`src/rtl/pipeline_result_acc.sv`:
```
// Frame accumulator for the multiply pipeline result stream: running sum and unsigned max over N samples,
// presented on a valid/ready port. Define PIPELINE_RESULT_ACC_SAT_EN for a saturating sum with a sticky sat flag.
module pipeline_result_acc #(
   parameter int DW = 16,
   parameter int N  = 8,
   parameter int SW = 24
) (
   input  logic          clk,
   input  logic          rst_n,
   input  logic          in_valid,
   input  logic [DW-1:0] in_data,
   input  logic          clr,
   output logic          out_valid,
   input  logic          out_ready,
   output logic [SW-1:0] sum,
   output logic [DW-1:0] max,
   output logic          overrun,
   output logic          sat
);
   localparam int CW = $clog2(N+1);
   localparam logic [CW-1:0] LAST = CW'(N-1);

   typedef enum logic {ACC, HOLD} state_t;

   state_t        state;
   logic [CW-1:0] cnt;
   logic          accept;
   logic [SW:0]   sum_ext;

   // A held frame may be consumed and replaced by a new sample 0 on the same edge.
   assign accept  = in_valid && (state == ACC || out_ready);
   assign sum_ext = {1'b0, sum} + (SW+1)'(in_data);

`ifndef PIPELINE_RESULT_ACC_SAT_EN
   assign sat = 1'b0;
`endif

   always_ff @(posedge clk or negedge rst_n) begin
      if (!rst_n) begin
         state     <= ACC;
         cnt       <= '0;
         sum       <= '0;
         max       <= '0;
         out_valid <= 1'b0;
         overrun   <= 1'b0;
`ifdef PIPELINE_RESULT_ACC_SAT_EN
         sat       <= 1'b0;
`endif
      end else if (clr) begin
         state     <= ACC;
         cnt       <= '0;
         sum       <= '0;
         max       <= '0;
         out_valid <= 1'b0;
         overrun   <= 1'b0;
`ifdef PIPELINE_RESULT_ACC_SAT_EN
         sat       <= 1'b0;
`endif
      end else begin
         if (state == HOLD && out_ready) begin
            state     <= ACC;
            out_valid <= 1'b0;
         end
         if (state == HOLD && !out_ready && in_valid)
            overrun <= 1'b1;
         if (accept) begin
            if (cnt == '0) begin
               sum <= SW'(in_data);
               max <= in_data;
`ifdef PIPELINE_RESULT_ACC_SAT_EN
               sat <= 1'b0;
`endif
            end else begin
`ifdef PIPELINE_RESULT_ACC_SAT_EN
               if (sum_ext[SW]) begin
                  sum <= '1;
                  sat <= 1'b1;
               end else begin
                  sum <= sum_ext[SW-1:0];
               end
`else
               sum <= sum_ext[SW-1:0];
`endif
               if (in_data > max)
                  max <= in_data;
            end
            // N >= 2, so a sample accepted out of HOLD is never the last one.
            if (cnt == LAST) begin
               cnt       <= '0;
               state     <= HOLD;
               out_valid <= 1'b1;
            end else begin
               cnt <= cnt + 1'b1;
            end
         end
      end
   end
endmodule

```
`config.mk`:
```
export PLATFORM = sky130hd
export DESIGN_NAME = pipeline_result_acc
export DESIGN_NICKNAME = d
export VERILOG_FILES = /design/src/rtl/pipeline_result_acc.sv
export SDC_FILE = /design/constraint.sdc
export NUM_CORES = 1
export LEC_CHECK = 0
export ABC_AREA = 0
export CAP_MARGIN = 20
export CELL_PAD_IN_SITES_DETAIL_PLACEMENT = 2
export CELL_PAD_IN_SITES_GLOBAL_PLACEMENT = 2
export CORE_ASPECT_RATIO = 1.25
export CORE_MARGIN = 4
export CORE_UTILIZATION = 25
export CTS_CLUSTER_DIAMETER = 100
export DETAILED_ROUTE_END_ITERATION = 8
export DONT_BUFFER_PORTS = 1
export GPL_TIMING_DRIVEN = 0
export PLACE_DENSITY = 0.67
export SLEW_MARGIN = 20
export SYNTH_ARGS = -nofsm -noshare
export SYNTH_HDL_FRONTEND = slang
export SYNTH_SLANG_ARGS = --single-unit
export TNS_END_PERCENT = 100
```
`constraint.sdc`:
```
create_clock -name clk -period 3.2 [get_ports clk]
set_input_delay 0.16 -clock clk [delete_from_list [all_inputs] [get_ports clk]]
set_output_delay 0.16 -clock clk [all_outputs]
set_load 0.03 [all_outputs]
```
==> run summary, run 1 <==
GRT Total Usage -> 16.5%
Mapped Cells -> 422
cts bufs inserted -> 5
first-pass GRT wire length -> 21100 um
nature of the critical path startpoint -> register
Min-Delay Path Class -> input pin to register
clk sinks -> 47
Crit path depth -> 9
Die Span X -> 115 um
status -> finished, final reports clean
asr flop ratio synth -> 100%
Post-CTS Setup Bufs -> 0
Clock Pin Slew Worst Setup and Hold Paths -> 0.08 ns
initial antenna violation count -> 0
Filler cells -> 1615
Cell Area, Synth -> 0.00357 mm^2
P per Cell Area -> 454 mW/mm^2
crit path max fanout -> 8
Area Growth Syn to Fin -> 13.8%
Critical Path, Cell by Cell -> ha_1 -> inv_1 -> fa_1 -> nor2b_1 -> o31ai_1 -> a211oi_2 -> a21oi_2 -> or4_1 -> a21oi_1
CTS tree -> done
Remaining Overflow, GRT -> 0
Synth Flop Type -> dfrtp_1
hpwl dp -> 9880 um
Crit-path slowest cell -> or4_1
clk_lat worst skew -> 0.30 ns
row count -> 48
unique cell type count in the Yosys netlist -> 55
Power Total -> 1.85 mW
minimum clock period -> 2.98 ns
worst hold stages -> 2
Post-synth EDFFs -> 0
Final Cell Area -> 0.00407 mm^2
Crit Path Category -> register to register
DR WL/cell -> 20.9 um
nets -> 494
Clock Skew -> 0.00971 ns
DR vias/cell -> 5.39
total routed wirelength -> 12800 um
ratio of cells with drive above 1 in the final layout -> 4.56%
R2R depth -> 9
Static Leak -> 1.71 nW
IO Port Bufs -> 0
peak supply drop -> 0.201 mV
RSZ-0062 raised after global routing -> false
vias in the first global route -> 3800
Final Wtd Congestion -> 0.835
worst path buffer plus inverter count -> 1
Worst EP required -> 3.42 ns
endpoints failing hold -> 0
commonest non-fill, non-tap cell in the layout -> dfrtp_1
I/O pins -> 64
Syn Nets -> 478
CTS Buffer Depth -> 2
endpoint class of the critical path -> register
sequential share of the synthesized area -> 32.9%
Tcrit/Tclk final -> 93.0%
initial cell density of the core -> 25.6%
die height -> 142 um
most frequent cells in the layout -> dfrtp_1 (45), a21oi_1 (39), nor2_1 (35)
Residual DRC -> 0
Synth warnings -> 0
Slew Limit Fails -> 0
# diodes -> 0
Worst Path Arrival -> 3.20 ns
#FFs+latches synth -> 47
slew margin rel. -> 47.6%
drt first-iter violations -> 108
Root Driver -> clkbuf_16
DP Worst Slack -> -0.167 ns
CTS H-Tree Depth -> 2
Avg Cell Area, Syn -> 8.46 um^2
Pre-antenna DRT Iters -> 4
vias after detailed routing -> 3307
final worst slack -> 0.223 ns
die area -> 0.0163 mm^2
CP delay by family, top -> compound AO/OA/AOI/OAI gates
TNS Setup -> 0 ns
Final Setup Violations -> 0
placed inst area -> 0.00379 mm^2
Antenna Violating Nets Remaining -> 0
achievable clock frequency -> 336 MHz
max_cap viols -> 0
Worst Tran Pin Value -> 0.782 ns
Core ar. -> 0.0139 mm^2
Largest stage delay, worst path -> 0.54 ns
largest net degree at the start of global routing -> 48
## cell type report
cell class	instances	area [um^2]	area share (%)
clock buffer	6	139	3.42
tap	175	219	5.38
buffer	17	81.3	2.00
sequential	47	1180	29.0
timing repair buffer	9	108	2.65
multi-input combinational	328	2210	54.4
clock inverter	2	16.3	0.400
inverter	30	113	2.77
## path summary, 6_finish.rpt
path                            slack (ns)  endpoint   startpoint
worst max register to register        0.22   sum[20]       sum[0]
worst min register to register        0.57   overrun        state
min in group asynchronous             0.37   max[14]        rst_n
worst min-delay path                 0.008   max[15]  in_data[15]
worst max-delay path                  0.22   sum[20]       sum[0]
max in group asynchronous             2.57    sum[0]        rst_n
## per-layer routing
metal	global-route usage, %	vias up	wire [um]
li1	-	1560	-
met5	0	-	0
met3	3.75	9	642
met4	3.65	0	140
met1	18.8	1683	5060
met2	30.9	55	6990
## cell usage after synthesis (4+ instances only)
cell type  count  area share (%)
dfrtp_1       47              33
a21oi_1       40             5.6
nor2_1        35             3.7
ha_1          34              12
nand2_1       32             3.4
inv_1         30             3.2
o21ai_0       28             3.9
mux2i_1       19             5.3
nand2b_1      19             3.3
clkbuf_1      12             1.3
nor3_1        12             1.7
a211oi_1      11             2.3
nand4_1        9             1.6
or3_1          8             1.4
a22oi_1        7             1.5
nand3_1        7            0.98
o21a_1         7             1.5
a21o_1         5             1.1
and3_1         5            0.88
o211ai_1       5             1.1
nor2b_1        4            0.70
## where the power goes
part	total (mW)	internal (mW)	leakage [nW]	switching, mW
Combinational	0.507	0.192	1.01	0.315
Sequential	0.769	0.636	0.622	0.133
Clock	0.571	0.313	0.0731	0.257
## sequential cells by signal, summed over array words and instances, names as in the netlist
signal and cells:
sum 24, cnt 4, out_valid 1, max 16, overrun 1, state 1
## metrics by stage
step                instances  utilization (%)  hold slack, ns
floorplan                 422                -          -0.136
global placement          597             27.2          -0.134
detailed placement        597             27.2          -0.134
CTS                       613             29.1        0.000535
global route              614             29.2         0.00123
finish                    614             29.2         0.00786
## worst reg2reg max path: cells and delay by family, from the launching register on
| kind | cells | cell delay [ns] |
|---|---|---|
| simple gates | 2 | 0.84 |
| compound gates | 4 | 0.90 |
| buf+inv | 1 | 0.05 |
| fa+ha+maj | 2 | 0.60 |
| flops | 1 | 0.49 |
## cells by family after synthesis
group / share of synthesized area [%]
xor+xnor: 0.736
other cells: 0.105
compound gates: 22.5
simple gates: 20.2
fa+ha+maj: 12.5
buf+inv: 5.43
flops: 32.9
mux: 5.64
## timing repair
action	in CTS	in global routing
setup endpoints to repair	5	5
hold endpoints to repair	53	1
gates resized for setup	1	4
pin swaps	0	0
hold buffers	8	1
gates cloned	0	0
Note: power is estimated with default switching activity, not from simulation.
==> run 2: changes to the inputs <==
Settings changed: CORE_UTILIZATION 25 to 38, PLACE_DENSITY 0.67 to 0.91.
==> run 2 against run 1 <==
Compared with the run above:
- non-clock buffer count fell by 7
- worst hold slack got worse by 0.0013 ns
- wire length rose by 7.1%
- via count rose by 5.8%
- total power rose by 2.1%
- critical path type unchanged
- critical endpoint is now max[0]
- largest power group unchanged
==> run summary, run 2 (synthesis gave the netlist of run 1 again) <==
Core ar. -> 0.00917 mm^2 (-34%)
Final Cell Area -> 0.00393 mm^2 (-3.4%)
RSZ-0062 raised after global routing -> false
Reg2Reg Setup Slack -> 0.25 ns (+0.02 ns)
first-pass GRT wire length -> 21700 um (+3.2%)
minimum clock period -> 2.95 ns (-0.0234 ns)
Largest regs -> sum: 24 flops, max: 16 flops, cnt: 4 flops
peak supply drop -> 0.237 mV (+18%)
Gate power share -> 28.5% (+1.1 points)
CTS H-Tree Depth -> 2 (unchanged)
highest routed metal layer -> met4
Clock Skew -> 0.00347 ns (-0.00625 ns)
Final Wtd Congestion -> 0.855 (+2.4%)
nature of the critical path startpoint -> register
Area Growth Syn to Fin -> 10.0%
Internal -> 1.16 mW (+1.6%)
I/O pins -> 64 (unchanged)
Pre-antenna DRT Iters -> 4 (unchanged)
Root Driver -> clkbuf_16
Residual DRC -> 0 (unchanged)
met3 wire length -> 748 um (+17%)
Worst Path Arrival -> 3.13 ns (-0.07 ns)
Tcrit/Tclk final -> 92.3% (-0.73 points)
# diodes -> 0 (unchanged)
IO Port Bufs -> 0 (unchanged)
achievable clock frequency -> 339 MHz (+0.79%)
most frequent cells in the layout -> dfrtp_1 (46), a21oi_1 (39), nor2_1 (35)
Post-Route M1 WL -> 4980 um (-1.6%)
CTS Buffer Depth -> 2 (unchanged)
slew margin rel. -> 42.4% (-5.2 points)
endpoint class of the critical path -> register
Antenna Violating Nets Remaining -> 0 (unchanged)
drt first-iter violations -> 128 (+19%)
cts bufs inserted -> 5 (unchanged)
hold slack final -> 0.00653 ns (-0.00133 ns)
placed inst area -> 0.00373 mm^2 (-1.7%)
nets -> 487 (-1.4%)
Met2 Routed Length -> 7480 um (+7.1%)
Clock Pin Slew Worst Setup and Hold Paths -> 0.07 ns (about the same)
Slew Limit Fails -> 0 (unchanged)
crit path max fanout -> 10 (+2)
Filler cells -> 1062 (-34%)
Clk pwr share -> 30.8% (about the same)
DR vias/cell -> 6.31 (+17%)
final worst slack -> 0.247 ns (+0.0234 ns)
P per Cell Area -> 480 mW/mm^2 (+5.7%)
Final Setup Violations -> 0 (unchanged)
endpoints failing hold -> 0 (unchanged)
CTS tree -> done
hpwl dp -> 9810 um (-0.64%)
die height -> 116 um (-18%)
clk sinks -> 47 (unchanged)
die area -> 0.0110 mm^2 (-32%)
ratio of cells with drive above 1 in the final layout -> 4.17% (-0.39 points)
total routed wirelength -> 13700 um (+7.1%)
clk_lat worst skew -> 0.30 ns (about the same)
switching share of power -> 38.5% (+0.34 points)
most flop-heavy register -> sum
max_cap viols -> 0 (unchanged)
GRT Total Usage -> 26.0% (+9.5 points)
vias in the first global route -> 4015 (+5.7%)
status -> finished, final reports clean
initial cell density of the core -> 38.9% (+13 points)
Worst Tran Pin Value -> 0.842 ns (+0.0596 ns)
Psw -> 726 uW (+3.0%)
Die Span X -> 94.7 um (-18%)
row count -> 39 (-19%)
max FFs per register -> 24 (unchanged)
DR WL/cell -> 24.8 um (+18%)
largest net degree at the start of global routing -> 48 (unchanged)
commonest non-fill, non-tap cell in the layout -> dfrtp_1
Seq pwr share -> 40.8% (-0.9 points)
initial antenna violation count -> 0 (unchanged)
Remaining Overflow, GRT -> 0 (unchanged)
Worst EP required -> 3.38 ns (-0.04 ns)
DP Worst Slack -> -0.100 ns (+0.0673 ns)
Crit Path Category -> register to register
Min-Delay Path Class -> input pin to register
Post-CTS Setup Bufs -> 0 (unchanged)
Static Leak -> 1.68 nW (-1.4%)
vias after detailed routing -> 3500 (+5.8%)
run 2: worst paths after layout:
path | endpoint | depth (start not counted) | startpoint
worst max-delay path | max[0] | 9 | cnt[0]
worst min-delay path | max[2] | 2 | in_data[2]
worst max register to register | max[0] | 9 | cnt[0]
worst min register to register | overrun | 2 | state
max in group asynchronous | sum[0] | 2 | rst_n
min in group asynchronous | max[13] | 2 | rst_n
run 2: per-stage QoR:
step / total power, mW / cells / setup TNS, ns / utilization, %
finish: 1.89 / 555 / 0 / 42.8
global route: 1.98 / 555 / 0 / 42.8
CTS: 1.89 / 555 / 0 / 42.8
detailed placement: 1.27 / 545 / -0.100 / 40.6
global placement: 1.22 / 545 / -0.00237 / 40.6
floorplan: 1.12 / 422 / 0 / -
run 2: per-layer routing:
layer  vias up  global-route usage [%]
met4         0                    12.2
met5         -                       0
met2       108                    49.2
li1       1564                       -
met3        39                    6.38
met1      1789                    26.5
run 2: repair_timing:
action / 4_1_cts / 5_1_grt
endpoints found under the setup margin: 1 / 2
endpoints found under the hold margin: 47 / 0
gates resized for setup: 1 / 2
hold buffers: 2 / 0
run 2: area by class of cell:
| cell class | count | area (um^2) | area share [%] |
|---|---|---|---|
| multi-input combinational | 328 | 2210 | 56.3 |
| sequential | 47 | 1180 | 30.0 |
| clock buffer | 8 | 156 | 3.98 |
| tap | 123 | 154 | 3.92 |
| inverter | 30 | 113 | 2.87 |
| buffer | 17 | 81.3 | 2.07 |
| timing repair buffer | 2 | 37.5 | 0.955 |
run 2: power groups by stage:
stage	sequential, mW	combinational (mW)	clock, mW
after floorplan	0.762	0.356	0
after global placement	0.778	0.443	0
after detailed placement	0.781	0.487	0
after CTS	0.770	0.529	0.592
after global routing	0.775	0.589	0.619
final	0.769	0.537	0.580
run 2: critical path: stages (launching register included):
cell and delay, ns:
dfrtp_1 0.42, inv_1 0.07, ha_1 0.17, nor3b_2 0.69, and3_1 0.28, buf_2 0.26
nor2_1 0.16, o21ai_0 0.21, o21ai_4 0.20, mux2_1 0.36
==> run 3: changes to the inputs <==
Settings changed: CORE_ASPECT_RATIO 1.25 to 0.7, SETUP_SLACK_MARGIN from default to 0.4.
==> run 3 against run 2 <==
Compared with the run above:
- sequential share of layout area decreased by 0.92 points
- register-to-register slack better by 0.09 ns
- combinational power is 13% higher
- via count increased by 7.4%
- largest cell class unchanged
- highest routed layer unchanged
==> run summary, run 3 (synthesis gave the netlist of run 1 again) <==
endpoints failing hold -> 0 (unchanged)
Final Setup Violations -> 0 (unchanged)
Clock Skew -> 0.00764 ns (+0.00417 ns)
clk sinks -> 47 (unchanged)
global route hottest layer -> met2
most flop-heavy register -> sum
IO Port Bufs -> 0 (unchanged)
Worst EP required -> 3.41 ns (+0.03 ns)
Final Wtd Congestion -> 0.823 (-3.7%)
Largest regs -> sum: 24 flops, max: 16 flops, cnt: 4 flops
footprint of the multi-input gates -> 0.00228 mm^2 (+3.1%)
initial cell density of the core -> 39.2% (+0.28 points)
Clock Pin Slew Worst Setup and Hold Paths -> 0.07 ns (about the same)
first-pass GRT wire length -> 23600 um (+8.5%)
commonest non-fill, non-tap cell in the layout -> dfrtp_1
slew margin rel. -> 48.2% (+5.8 points)
achievable clock frequency -> 349 MHz (+3.0%)
most frequent cells in the layout -> dfrtp_1 (45), a21oi_1 (38), nor2_1 (34), ha_1 (34), nand2_1 (32)
Worst Path Arrival -> 3.08 ns (-0.05 ns)
RSZ-0062 raised after global routing -> true
max FFs per register -> 24 (unchanged)
peak supply drop -> 0.205 mV (-14%)
met2 Usage GRT -> 48.7% (-0.45 points)
DR vias/cell -> 6.70 (+6.2%)
final design utilization -> 44.6% (+1.7 points)
Static Leak -> 1.73 nW (+2.7%)
Power Total -> 2.04 mW (+8.1%)
I/O pins -> 64 (unchanged)
Min-Delay Path Class -> input pin to register
Worst Tran Pin Value -> 0.777 ns (-0.0645 ns)
max_cap viols -> 0 (unchanged)
fin cells -> 561 (+1.1%)
initial antenna violation count -> 0 (unchanged)
clk_lat worst skew -> 0.30 ns (about the same)
crit path max fanout -> 5 (-5)
GR Layer Usage met1 -> 33.6% (+7.2 points)
minimum clock period -> 2.87 ns (-0.0854 ns)
endpoint class of the critical path -> register
Core ar. -> 0.00911 mm^2 (-0.72%)
Remaining Overflow, GRT -> 0 (unchanged)
Crit Path Category -> register to register
register area -> 0.00118 mm^2 (+0.11%)
P per Cell Area -> 502 mW/mm^2 (+4.7%)
Placed Cells -> 546 (+0.18%)
nets -> 492 (+1.0%)
cts bufs inserted -> 5 (unchanged)
hpwl dp -> 10100 um (+3.2%)
drt first-iter violations -> 319 (+150%)
Filler cells -> 987 (-7.1%)
Slew Limit Fails -> 0 (unchanged)
row count -> 29 (-26%)
ratio of cells with drive above 1 in the final layout -> 7.78% (+3.6 points)
# diodes -> 0 (unchanged)
GRT Total Usage -> 28.2% (+2.2 points)
status -> finished, final reports clean
Die Span X -> 124 um (+31%)
total routed wirelength -> 16500 um (+20%)
Root Driver -> clkbuf_16
DR WL/cell -> 29.4 um (+19%)
vias in the first global route -> 4085 (+1.7%)
Reg2Reg Setup Slack -> 0.33 ns (+0.09 ns)
vias after detailed routing -> 3758 (+7.4%)
Pre-antenna DRT Iters -> 6 (+2)
Antenna Violating Nets Remaining -> 0 (unchanged)
die height -> 89.1 um (-23%)
CTS Buffer Depth -> 2 (unchanged)
CTS tree -> done
CTS H-Tree Depth -> 2 (unchanged)
met3 Track Usage GR -> 7.27% (+0.90 points)
die area -> 0.0110 mm^2 (+0.14%)
largest net degree at the start of global routing -> 48 (unchanged)
nature of the critical path startpoint -> register
Tcrit/Tclk final -> 89.6% (-2.7 points)
Residual DRC -> 0 (unchanged)
Area Growth Syn to Fin -> 13.6%
[run 3: per-layer routing]
layer / wire length, um / up-vias
li1: - / 1555
met1: 6650 / 1929
met2: 7800 / 213
met3: 1450 / 61
met4: 580 / 0
met5: 0 / -
[run 3: area by class of cell]
type | count | share of cell area (%)
repair buffers | 7 | 1.85
clock buffers | 6 | 3.42
well taps | 124 | 3.82
clock inverters | 2 | 0.956
flip-flops and latches | 47 | 29.0
plain buffers | 17 | 2.00
inverters | 30 | 2.77
multi-input cells | 328 | 56.1
[run 3: worst paths after layout]
kind	cells past startpoint	end	startpoint
min	2	max[1]	in_data[1]
min reg2reg	2	overrun	state
max in group asynchronous	2	state	rst_n
max reg2reg	6	sum[13]	sum[3]
max	6	sum[13]	sum[3]
min in group asynchronous	2	max[3]	rst_n
[run 3: repair_timing]
item / 4_1_cts / 5_1_grt
setup buffers: 3 / 2
resized for setup: 7 / 12
pin swaps: 2 / 2
endpoints found under the setup margin: 19 / 24
hold endpoints to repair: 47 / 0
hold buffers: 2 / 0
[run 3: power breakdown]
part | internal (mW) | total [mW] | switching, mW
Sequential | 0.636 | 0.774 | 0.138
Combinational | 0.206 | 0.609 | 0.403
Clock | 0.394 | 0.656 | 0.262
Total | 1.24 | 2.04 | 0.802
[run 3: critical path: stages, from the launching register on]
cell and delay, ns:
dfrtp_1 0.51, ha_1 0.48, nand4b_1 0.40, a211oi_2 0.55, o21ai_0 0.35, a211o_1 0.38, o211ai_1 0.10
[run 3: through the flow]
stage | setup TNS (ns) | hold slack, ns | area [um^2] | setup WS (ns)
detailed placement | -0.0247 | -0.134 | 3730 | -0.0247
global placement | 0 | -0.134 | 3730 | 0.0924
finish | 0 | 0.0105 | 4060 | 0.332
global route | 0 | 0.0226 | 4060 | 0.291
floorplan | 0 | -0.136 | 3570 | 0.500
CTS | 0 | 0.00886 | 3990 | 0.416
